File: src/rtl/eth_phy_reset_seq_if.sv
// Signal bundle between the reset sequencer and the rest of the lab3 top
// level: PLL lock and TSE speed status in, PHY/core resets and speed mux
// select out.
interface eth_phy_reset_seq_if;
    logic       pll_locked;
    logic       eth_mode;
    logic       ena_10;
    logic       enet_rst_n;
    logic       core_reset_n;
    logic [1:0] speed_sel;
    logic       speed_change;
    logic [2:0] seq_state;

    // System side: drives lock/speed status, observes resets and speed select.
    modport master (
        output pll_locked,
        output eth_mode,
        output ena_10,
        input  enet_rst_n,
        input  core_reset_n,
        input  speed_sel,
        input  speed_change,
        input  seq_state
    );

    // Sequencer side.
    modport slave (
        input  pll_locked,
        input  eth_mode,
        input  ena_10,
        output enet_rst_n,
        output core_reset_n,
        output speed_sel,
        output speed_change,
        output seq_state
    );
endinterface

File: src/rtl/eth_phy_reset_seq.sv
// Power-up / lock-loss sequencer for the RGMII PHY and the TSE/Nios core.
// Waits for a stable PLL lock, holds the PHY in hardware reset, gives the
// PHY time to come up, then releases the core. While running it debounces
// the TSE speed status into a clock-mux select and pulses on every change.
module eth_phy_reset_seq #(
    parameter int LOCK_STABLE_CYCLES  = 1024,
    parameter int PHY_RST_CYCLES      = 500000,
    parameter int PHY_WAIT_CYCLES     = 100000,
    parameter int SPEED_STABLE_CYCLES = 256,
    parameter int CNT_W               = 20
) (
    input  logic                 clk_50,
    input  logic                 reset,
    eth_phy_reset_seq_if.slave   bus
);

    // ------------------------------------------------------------------
    // State encoding (fixed values, also exported on seq_state)
    // ------------------------------------------------------------------
    localparam logic [2:0] ST_WAIT_LOCK   = 3'd0;
    localparam logic [2:0] ST_LOCK_STABLE = 3'd1;
    localparam logic [2:0] ST_PHY_RST     = 3'd2;
    localparam logic [2:0] ST_PHY_WAIT    = 3'd3;
    localparam logic [2:0] ST_RUN         = 3'd4;

    // Terminal counts: a timed state lasting N cycles leaves when the
    // counter, started at 0 on entry, reaches N-1.
    localparam logic [CNT_W-1:0] LOCK_TERM  = CNT_W'(LOCK_STABLE_CYCLES - 1);
    localparam logic [CNT_W-1:0] RST_TERM   = CNT_W'(PHY_RST_CYCLES - 1);
    localparam logic [CNT_W-1:0] WAIT_TERM  = CNT_W'(PHY_WAIT_CYCLES - 1);
    localparam logic [CNT_W-1:0] SPEED_TERM = CNT_W'(SPEED_STABLE_CYCLES - 1);

    localparam longint CNT_SPAN = longint'(1) << CNT_W;

    // Refuse to elaborate if the shared counter cannot reach a terminal count.
    if ((CNT_SPAN <= longint'(LOCK_STABLE_CYCLES))  ||
        (CNT_SPAN <= longint'(PHY_RST_CYCLES))      ||
        (CNT_SPAN <= longint'(PHY_WAIT_CYCLES))     ||
        (CNT_SPAN <= longint'(SPEED_STABLE_CYCLES)) ||
        (LOCK_STABLE_CYCLES < 1) || (PHY_RST_CYCLES < 1) ||
        (PHY_WAIT_CYCLES < 1) || (SPEED_STABLE_CYCLES < 1)) begin : g_bad_params
        $error("eth_phy_reset_seq: CNT_W too small or a cycle parameter below 1");
    end

    // ------------------------------------------------------------------
    // Input synchronisers: bit 0 = pll_locked, 1 = eth_mode, 2 = ena_10
    // ------------------------------------------------------------------
    logic [2:0] async_in;
    logic [2:0] sync_bits;

    assign async_in = {bus.ena_10, bus.eth_mode, bus.pll_locked};

    genvar gi;
    generate
        for (gi = 0; gi < 3; gi++) begin : g_sync
            logic meta_reg;
            logic sync_reg;

            // Two-flop synchroniser for one asynchronous status input.
            always_ff @(posedge clk_50 or posedge reset) begin
                if (reset) begin
                    meta_reg <= 1'b0;
                    sync_reg <= 1'b0;
                end else begin
                    meta_reg <= async_in[gi];
                    sync_reg <= meta_reg;
                end
            end

            assign sync_bits[gi] = sync_reg;
        end
    endgenerate

    logic locked_s;
    logic eth_mode_s;
    logic ena_10_s;

    assign locked_s   = sync_bits[0];
    assign eth_mode_s = sync_bits[1];
    assign ena_10_s   = sync_bits[2];

    // ------------------------------------------------------------------
    // Sequencer FSM and shared timing counter
    // ------------------------------------------------------------------
    logic [2:0]       state_reg;
    logic [2:0]       state_next;
    logic [CNT_W-1:0] cnt_reg;
    logic [CNT_W-1:0] cnt_next;
    logic [CNT_W-1:0] term_cnt;
    logic             cnt_at_term;

    // Select the terminal count belonging to the current timed state.
    always_comb begin
        term_cnt = '0;
        case (state_reg)
            ST_LOCK_STABLE: term_cnt = LOCK_TERM;
            ST_PHY_RST:     term_cnt = RST_TERM;
            ST_PHY_WAIT:    term_cnt = WAIT_TERM;
            default:        term_cnt = '0;
        endcase
    end

    assign cnt_at_term = (cnt_reg == term_cnt);

    // Next-state logic; lock loss has priority over any terminal count.
    always_comb begin
        state_next = state_reg;
        cnt_next   = cnt_reg;
        case (state_reg)
            ST_WAIT_LOCK: begin
                cnt_next = '0;
                if (locked_s) begin
                    state_next = ST_LOCK_STABLE;
                end
            end
            ST_LOCK_STABLE: begin
                if (cnt_at_term) begin
                    state_next = ST_PHY_RST;
                    cnt_next   = '0;
                end else begin
                    cnt_next = cnt_reg + 1'b1;
                end
            end
            ST_PHY_RST: begin
                if (cnt_at_term) begin
                    state_next = ST_PHY_WAIT;
                    cnt_next   = '0;
                end else begin
                    cnt_next = cnt_reg + 1'b1;
                end
            end
            ST_PHY_WAIT: begin
                if (cnt_at_term) begin
                    state_next = ST_RUN;
                    cnt_next   = '0;
                end else begin
                    cnt_next = cnt_reg + 1'b1;
                end
            end
            ST_RUN: begin
                cnt_next = '0;
            end
            default: begin
                state_next = ST_WAIT_LOCK;
                cnt_next   = '0;
            end
        endcase

        if (!locked_s && (state_reg != ST_WAIT_LOCK)) begin
            state_next = ST_WAIT_LOCK;
            cnt_next   = '0;
        end
    end

    // State and counter registers.
    always_ff @(posedge clk_50 or posedge reset) begin
        if (reset) begin
            state_reg <= ST_WAIT_LOCK;
            cnt_reg   <= '0;
        end else begin
            state_reg <= state_next;
            cnt_reg   <= cnt_next;
        end
    end

    // ------------------------------------------------------------------
    // Reset outputs: registered from the next state so they never glitch
    // and change on the same edge as the state they belong to.
    // ------------------------------------------------------------------
    logic enet_rst_n_reg;
    logic core_reset_n_reg;

    // PHY is out of reset in PHY_WAIT and RUN; the core only in RUN.
    always_ff @(posedge clk_50 or posedge reset) begin
        if (reset) begin
            enet_rst_n_reg   <= 1'b0;
            core_reset_n_reg <= 1'b0;
        end else begin
            enet_rst_n_reg   <= (state_next == ST_PHY_WAIT) || (state_next == ST_RUN);
            core_reset_n_reg <= (state_next == ST_RUN);
        end
    end

    // ------------------------------------------------------------------
    // Speed debounce
    // ------------------------------------------------------------------
    logic [1:0]       speed_code;
    logic [1:0]       cand_reg;
    logic [1:0]       cand_next;
    logic [CNT_W-1:0] stab_reg;
    logic [CNT_W-1:0] stab_next;
    logic [1:0]       sel_reg;
    logic [1:0]       sel_next;
    logic             pulse_reg;
    logic             pulse_next;

    // GbE wins over the 10 Mb flag; neither set means 100 Mb.
    always_comb begin
        speed_code = 2'b00;
        if (eth_mode_s) begin
            speed_code = 2'b10;
        end else if (ena_10_s) begin
            speed_code = 2'b01;
        end
    end

    // Track the candidate code and publish it once it has held long enough;
    // everything returns to 00 whenever the sequencer is not running.
    always_comb begin
        cand_next  = cand_reg;
        stab_next  = stab_reg;
        sel_next   = sel_reg;
        pulse_next = 1'b0;
        if (state_next != ST_RUN) begin
            cand_next = 2'b00;
            stab_next = '0;
            sel_next  = 2'b00;
        end else if (state_reg == ST_RUN) begin
            if (speed_code != cand_reg) begin
                cand_next = speed_code;
                stab_next = '0;
            end else if (stab_reg != SPEED_TERM) begin
                stab_next = stab_reg + 1'b1;
            end else if (cand_reg != sel_reg) begin
                sel_next   = cand_reg;
                pulse_next = 1'b1;
            end
        end
    end

    // Debounce registers.
    always_ff @(posedge clk_50 or posedge reset) begin
        if (reset) begin
            cand_reg  <= 2'b00;
            stab_reg  <= '0;
            sel_reg   <= 2'b00;
            pulse_reg <= 1'b0;
        end else begin
            cand_reg  <= cand_next;
            stab_reg  <= stab_next;
            sel_reg   <= sel_next;
            pulse_reg <= pulse_next;
        end
    end

    assign bus.enet_rst_n   = enet_rst_n_reg;
    assign bus.core_reset_n = core_reset_n_reg;
    assign bus.speed_sel    = sel_reg;
    assign bus.speed_change = pulse_reg;
    assign bus.seq_state    = state_reg;

endmodule

File: src/flat_wrapper.sv
// flat-port wrapper written by rule: the top's interface ports become plain ports
module eth_phy_reset_seq_flat 
#(
    parameter int LOCK_STABLE_CYCLES  = 1024,
    parameter int PHY_RST_CYCLES      = 500000,
    parameter int PHY_WAIT_CYCLES     = 100000,
    parameter int SPEED_STABLE_CYCLES = 256,
    parameter int CNT_W               = 20
)
  (clk_50, reset, bus_pll_locked, bus_eth_mode, bus_ena_10, bus_enet_rst_n, bus_core_reset_n, bus_speed_sel, bus_speed_change, bus_seq_state);
  eth_phy_reset_seq_if bus_i ();
  input  logic clk_50;
  input  logic reset;
  input wire logic [$bits(bus_i.pll_locked)-1:0] bus_pll_locked;
  input wire logic [$bits(bus_i.eth_mode)-1:0] bus_eth_mode;
  input wire logic [$bits(bus_i.ena_10)-1:0] bus_ena_10;
  output wire logic [$bits(bus_i.enet_rst_n)-1:0] bus_enet_rst_n;
  output wire logic [$bits(bus_i.core_reset_n)-1:0] bus_core_reset_n;
  output wire logic [$bits(bus_i.speed_sel)-1:0] bus_speed_sel;
  output wire logic [$bits(bus_i.speed_change)-1:0] bus_speed_change;
  output wire logic [$bits(bus_i.seq_state)-1:0] bus_seq_state;
  assign bus_i.pll_locked = bus_pll_locked;
  assign bus_i.eth_mode = bus_eth_mode;
  assign bus_i.ena_10 = bus_ena_10;
  assign bus_enet_rst_n = bus_i.enet_rst_n;
  assign bus_core_reset_n = bus_i.core_reset_n;
  assign bus_speed_sel = bus_i.speed_sel;
  assign bus_speed_change = bus_i.speed_change;
  assign bus_seq_state = bus_i.seq_state;
  eth_phy_reset_seq #(.LOCK_STABLE_CYCLES(LOCK_STABLE_CYCLES), .PHY_RST_CYCLES(PHY_RST_CYCLES), .PHY_WAIT_CYCLES(PHY_WAIT_CYCLES), .SPEED_STABLE_CYCLES(SPEED_STABLE_CYCLES), .CNT_W(CNT_W)) u_core (.clk_50(clk_50), .reset(reset), .bus(bus_i));
endmodule
File: config.mk
export PLATFORM = sky130hd
export DESIGN_NAME = eth_phy_reset_seq_flat
export DESIGN_NICKNAME = d
export VERILOG_FILES = /design/src/rtl/eth_phy_reset_seq_if.sv /design/src/rtl/eth_phy_reset_seq.sv /design/src/flat_wrapper.sv
export SDC_FILE = /design/constraint.sdc
export NUM_CORES = 1
export LEC_CHECK = 0
export CORE_MARGIN = 2
export CORE_UTILIZATION = 60
export DETAILED_ROUTE_END_ITERATION = 7
export GPL_TIMING_DRIVEN = 1
export PLACE_DENSITY_LB_ADDON = 0.12
export SYNTH_ARGS = -nofsm -noshare
export SYNTH_HDL_FRONTEND = slang
export SYNTH_SLANG_ARGS = --single-unit
File: constraint.sdc
create_clock -name clk_50 -period 3 [get_ports clk_50]
set_input_delay 0.75 -clock clk_50 [delete_from_list [all_inputs] [get_ports clk_50]]
set_output_delay 0.75 -clock clk_50 [all_outputs]
set_load 0.02 [all_outputs]
Word level (Yosys, flattened, before mapping)
Index checks and enable logic that the tools add are counted.

Bits in registers: 56. Latch bits: 0. RAM bits: 0. Memory bits (read-only): 0. Input port bits: 5. Output and inout port bits: 8. Logic and storage cells: 71. Memories: 0.

$add $sub $neg: 2. $mul: 0. Divide/modulo/power cells: 0. Magnitude comparators: 0. Equality and inequality tests: 13. Shift-type cells: 0. Muxes and demuxes: 29. Bitwise logic cells: 0. Reductions and logical operators: 13.

Operators by type and width (count): 20-bit 2-to-1 mux (7); 19-bit case mux with 3 select lines (1); 20-bit by 1-bit adder with 20-bit output, second input constant (2); 20-bit by 19-bit equality test with 1-bit output (1); 20-bit by 8-bit inequality test with 1-bit output, second input constant (1); 2-bit 2-to-1 mux (9); 3-bit 2-to-1 mux (5); 3-bit case mux with 5 select lines (1); 3-bit by 2-bit equality test with 1-bit output, second input constant (3); 3-bit equality test, second input constant (2); 1-bit 2-to-1 mux (6); 2-bit nonzero test (3); 3-bit nonzero test (2); 2-bit by 1-bit inequality test with 1-bit output, second input constant (2); 2-bit inequality test (2); 2-bit AND reduction (2); 4-bit AND reduction (1); 3-bit by 1-bit equality test with 1-bit output, second input constant (1); 3-bit zero test (1); 3-bit inequality test, second input constant (1); 3-bit OR reduction (1); 1-bit logical AND (1); 1-bit zero test (1); 1-bit logical OR (1).

Longest topological paths before layout
Depth in word-level cells: 9. Gate-level depth with buffers: 9.

Least setup slack after synthesis
OpenSTA, ideal clock, no wires.

Path type: register to register. Start point: register u_core.state_reg[0], in the netlist u_core.bus.seq_state[0]. End point: register u_core.cnt_reg[18]. Setup time: 0.119 ns. Data arrival time: 2.382 ns. Data required time: 2.881 ns. Slack: 0.499 ns. Stages on the path, launching flop included: 10. Buffers on the path: 3. Cells stage by stage: dfrtp_1 > buf_4 > nand4b_1 > o22a_1 > or4_4 > or4b_1 > buf_4 > nand2_8 > buf_6 > nor2_1.

Word-level cells in the longest chain between the ends: 6. Elaborated cells between the ends (all ways): 11. Classes of those cells: 4 x eq/ne; 4 x mux; 3 x reduce/logical.

RTL lines: from (decl) (line eth_phy_reset_seq.sv:85) `logic [2:0] state_reg;`; from (signal assigned) (line eth_phy_reset_seq.sv:161) `state_reg <= state_next;`; 3-bit by 2-bit equality test with 1-bit output / 3-bit by 1-bit equality test with 1-bit output (equally long branches) (line eth_phy_reset_seq.sv:95, eth_phy_reset_seq.sv:109); 19-bit case mux with 3 select lines (line eth_phy_reset_seq.sv:95) `case (state_reg)`; 20-bit by 19-bit equality test with 1-bit output (line eth_phy_reset_seq.sv:103) `assign cnt_at_term = (cnt_reg == term_cnt);`; 20-bit 2-to-1 mux (line eth_phy_reset_seq.sv:117, eth_phy_reset_seq.sv:125, eth_phy_reset_seq.sv:133); 20-bit 2-to-1 mux; 20-bit 2-to-1 mux * (line eth_phy_reset_seq.sv:149) `if (!locked_s && (state_reg != ST_WAIT_LOCK)) begin`; named net u_core.cnt_next[18] (line eth_phy_reset_seq.sv:88) `logic [CNT_W-1:0] cnt_next;`; to (signal assigned) (line eth_phy_reset_seq.sv:162) `cnt_reg <= cnt_next;`; to (decl) (line eth_phy_reset_seq.sv:87) `logic [CNT_W-1:0] cnt_reg;`.

Mark *: on every way through the listed nets, which the timed path passes. The rest lies on a longest branch. A chain may end at the register's enable or synchronous reset.

Final worst setup path
Start point: register u_core.state_reg[1], in the netlist u_core.bus.seq_state[1]. End point: register u_core.state_reg[1], in the netlist u_core.bus.seq_state[1].

Word-level cells in the longest chain between the ends: 6. Elaborated cells between the ends (all ways): 15. Classes of those cells: 5 x eq/ne; 7 x mux; 3 x reduce/logical.

RTL lines: 3-bit by 2-bit equality test with 1-bit output / 3-bit by 1-bit equality test with 1-bit output (equally long branches) (line eth_phy_reset_seq.sv:95, eth_phy_reset_seq.sv:109); 19-bit case mux with 3 select lines (line eth_phy_reset_seq.sv:95); 20-bit by 19-bit equality test with 1-bit output (line eth_phy_reset_seq.sv:103); 3-bit 2-to-1 mux (on tied branches) (line eth_phy_reset_seq.sv:133, eth_phy_reset_seq.sv:117, eth_phy_reset_seq.sv:125); 3-bit case mux with 5 select lines (line eth_phy_reset_seq.sv:109) `case (state_reg)`; 3-bit 2-to-1 mux * (line eth_phy_reset_seq.sv:149); named net u_core.state_next[1] (line eth_phy_reset_seq.sv:86) `logic [2:0] state_next;`.

Marked as above.

==> run summary <==
The run finished with clean final reports. Of the total power, the clock network draws 0.359. The largest fanout of any net on the critical path came out at 14. The total number of vias came out at approximately 2400. The share of the Yosys chip area taken by registers is 0.476. The half-perimeter wire length after detailed placement came out at approximately 4.2 mm. For this design the top-level I/O count stands at 13. The routed design has between 6 and 7 mm of wire. Sorting the synthesized cells by area gives the leading types as sky130_fd_sc_hd__dfrtp_1, sky130_fd_sc_hd__nor2_1, sky130_fd_sc_hd__nand3_1.

The final max-slew violation count is 0. For this block, the initial DRC count from the detailed router was 180. The cell family contributing the most delay on the critical path is simple AND/OR/NAND/NOR gates. During placement, the flow inserted port buffers numbering 12. The headroom to the max-slew limit is 0.412. The count of nets after finishing came out at about 340. The warning count from the yosys run is 0.

The overall track demand over capacity in global routing came out at 0.243. For this run the aggregate overflow at the end of global routing stands at 0. The number of nets in the synthesized netlist came out at ~330. The number of failing hold endpoints at the final stage is 0. The routed via count divided by cell count is 6.05. The fraction of registers with async set or reset after synthesis is 1.00. The number of global-route vias before repair is between 2000 and 2500.

The smallest clock period supported by the final layout is computed as 2.73 ns. The average wire per cell in the routed design came out at 15.2 um. The number of max-cap violations is 0. The CTS clock-pin slew for the worst setup and hold paths is 0.09 ns. The maximum clock frequency is 0.367 GHz.

The signal on the critical path passes through nor3b_1 -> mux2i_1 -> or4_4 -> or4b_1 -> o21ai_0 -> a21oi_1. Relative to the synthesized area, the layout overhead comes to 10.1%. The worst-skew pair later-pin latency came out at 0.30 ns. The height of the die is about 74 um. The worst slack on hold paths came out at roughly 0.36 ns.

The post-CTS resize count is 0. The deepest level of the CTS H-tree came out at 2. The commonest cells after synthesis are sky130_fd_sc_hd__dfrtp_1, sky130_fd_sc_hd__nor2_1, sky130_fd_sc_hd__nand3_1, sky130_fd_sc_hd__o21ai_0, sky130_fd_sc_hd__nand2_1. The part of the power in combinational logic came out at 0.061.

The slowest cell on the critical path is sky130_fd_sc_hd__or4b_1. The number of clock sinks is between 50 and 60. The total design power is 1330 uW. The switching fraction of total power came out at 0.219. Among all flip-flop cells after synthesis, the most frequent one is sky130_fd_sc_hd__dfrtp_1. Of the post-synthesis cell area, the dominant cell type holds 0.476. The analysis attributes to net switching a power of between 200 and 300 uW. The largest stage delay on the critical path is between 0.7 and 0.8 ns. The congestion estimate from routability-driven global placement came to slightly below 0.9. sky130_fd_sc_hd__dfrtp_1 takes more of the synthesized area than any other cell. The final worst clock skew came out at just over 0.008 ns. The remaining design rule violation count came out at 0. The leakage power of the design is ~0.0014 uW.

The number of rows created at floorplan is 25. The die outline area is ~5500 um2. The number of CTS-inserted buffers is 5.

Summing every instance area after synthesis gives 2950 um2. By startpoint and endpoint, the worst setup path is classified as reg -> reg. The worst supply voltage drop on vdd came out at 0.291 mV. The TritonCTS clock tree is built. A synthesized cell averages 9.24 um2. The register share of total power came out at 0.580. In this run the post-CTS setup repair buffer count came out at 0. The ratio of final minimum period to clock period is 0.909. The data arrival at the endpoint of the critical path is 2.91 ns.

The pin count of the biggest net entering global routing is 32. STA classifies the critical path endpoint as a flop. The distinct cell type count of the synthesized netlist is 47.

The synthesized design contains 0 enable-type register cells. The initial antenna violation count is 0. The most frequent cell after synthesis is sky130_fd_sc_hd__dfrtp_1.

The number of diodes came out at 0. In this run the remaining antenna-violating nets after routing total 0. The number of hold buffers added after cts is 0. The initial core utilization is 0.624.

At the pin with the least slew margin, the transition time is between 0.8 and 0.9 ns. The power per cell area came out at between 400 and 500 nW/um2. Counting flops and latches in the post-synthesis netlist gives 56. The count of buffer and inverter cells on the critical path is 0.

The post-synthesis cell count came out at about 320. The internal power component came out at 1040 uW. The share of layout cells above drive strength 1 is 0.0544. Setup repair after global routing left no endpoint under its margin. The first-pass GRT wire length came out at about 10 mm. STA classifies the critical path startpoint as a flop. The die width is between 70 and 80 um. The first-pass detailed-route iteration total came out at 4. Setup violations remaining at the end of the flow were counted as 0. The total negative slack came out at 0 ns. The area of the core came out at 4720 um2. The tree is rooted in a sky130_fd_sc_hd__clkbuf_8. The tightest min-delay check is of the reg -> reg type. For the worst setup path, the data required time is approximately 3.2 ns. Counting along the longest clock path gives a buffer depth of 2.
[metrics by stage]
step,utilization,area (um2),cells,setup WS [ns]
floorplan,-,2950,319,0.499
global placement,0.664,3140,390,0.429
detailed placement,0.664,3140,390,0.345
CTS,0.687,3250,398,0.304
global route,0.687,3250,398,0.0738
finish,0.687,3250,398,0.274
[metal layers]
metal / GRT usage / part of all wire / vias to the layer above
met5: 0 / 0 / -
met2: 0.362 / 0.46 / 41
li1: - / - / 1175
met4: 0.0545 / 0.0081 / 0
met3: 0.0339 / 0.036 / 5
met1: 0.380 / 0.50 / 1186
[layout make-up]
type	count	area, um2
repair buffers	18	178
well taps	67	83.8
flip-flops and latches	56	1400
fillers	373	1480
clock inverters	2	35.0
multi-input cells	242	1450
clock buffers	6	72.6
inverters	7	26.3
[cell families (layout without fill, tap and decap cells)]
kind of cell    after synthesis  after routing  share of synthesized area
xor+xnor                     22             22                     0.0654
fa+ha+maj                     2              2                    0.00849
buf+inv                      21             33                     0.0327
compound gates               63             63                      0.133
mux                           3              3                     0.0102
flops                        56             56                      0.476
simple gates                152            152                      0.274
[power groups by stage]
stage / logic (uW) / registers (uW) / clock network (uW)
final: 80.8 / 773 / 479
after global routing: 92.6 / 775 / 519
after CTS: 82.5 / 773 / 492
after detailed placement: 82.0 / 788 / 0
after global placement: 81.1 / 787 / 0
after floorplan: 62.5 / 785 / 0
[path summary, 6_finish.rpt]
kind / end / slack, ns / cells after the start / from
worst max-delay path: u_core.bus.seq_state[1] / 0.27 / 6 / u_core.bus.seq_state[1]
worst min-delay path: u_core.ena_10_s / 0.36 / 0 / u_core.g_sync[2].meta_reg
worst max register to register: u_core.bus.seq_state[1] / 0.27 / 6 / u_core.bus.seq_state[1]
worst min register to register: u_core.ena_10_s / 0.36 / 0 / u_core.g_sync[2].meta_reg
max in group asynchronous: u_core.stab_reg[2] / 1.62 / 3 / reset
min in group asynchronous: u_core.stab_reg[11] / 0.82 / 2 / reset
[cells in the final DEF, fill, tap and decap left out, types with 2 or more instances in the layout]
| cell type | n |
|---|---|
| sky130_fd_sc_hd__inv_1 | 6 |
| sky130_fd_sc_hd__mux2i_1 | 3 |
| sky130_fd_sc_hd__nand3_1 | 24 |
| sky130_fd_sc_hd__xnor2_1 | 11 |
| sky130_fd_sc_hd__and4_1 | 3 |
| sky130_fd_sc_hd__and3_1 | 13 |
| sky130_fd_sc_hd__nand2_1 | 22 |
| sky130_fd_sc_hd__nor2_1 | 42 |
| sky130_fd_sc_hd__a41oi_1 | 2 |
| sky130_fd_sc_hd__nand4b_1 | 3 |
| sky130_fd_sc_hd__nor2b_1 | 4 |
| sky130_fd_sc_hd__or3_1 | 3 |
| sky130_fd_sc_hd__ha_1 | 2 |
| sky130_fd_sc_hd__nor3b_1 | 2 |
| sky130_fd_sc_hd__clkbuf_8 | 5 |
| sky130_fd_sc_hd__a31oi_1 | 9 |
| sky130_fd_sc_hd__o41ai_1 | 3 |
| sky130_fd_sc_hd__o21ai_0 | 24 |
| sky130_fd_sc_hd__o211ai_1 | 2 |
| sky130_fd_sc_hd__a21o_1 | 3 |
| sky130_fd_sc_hd__nand4_1 | 10 |
| sky130_fd_sc_hd__nor4_1 | 5 |
| sky130_fd_sc_hd__clkdlybuf4s50_1 | 12 |
| sky130_fd_sc_hd__nor3_1 | 7 |
| sky130_fd_sc_hd__nand2b_1 | 3 |
| sky130_fd_sc_hd__xor2_1 | 11 |
| sky130_fd_sc_hd__o31ai_1 | 6 |
| sky130_fd_sc_hd__dfrtp_1 | 56 |
| sky130_fd_sc_hd__o21a_1 | 2 |
| sky130_fd_sc_hd__buf_4 | 5 |
| sky130_fd_sc_hd__or4_1 | 3 |
| sky130_fd_sc_hd__o21ai_1 | 2 |
| sky130_fd_sc_hd__a21oi_1 | 6 |
Note: power is estimated with default switching activity, not from simulation.
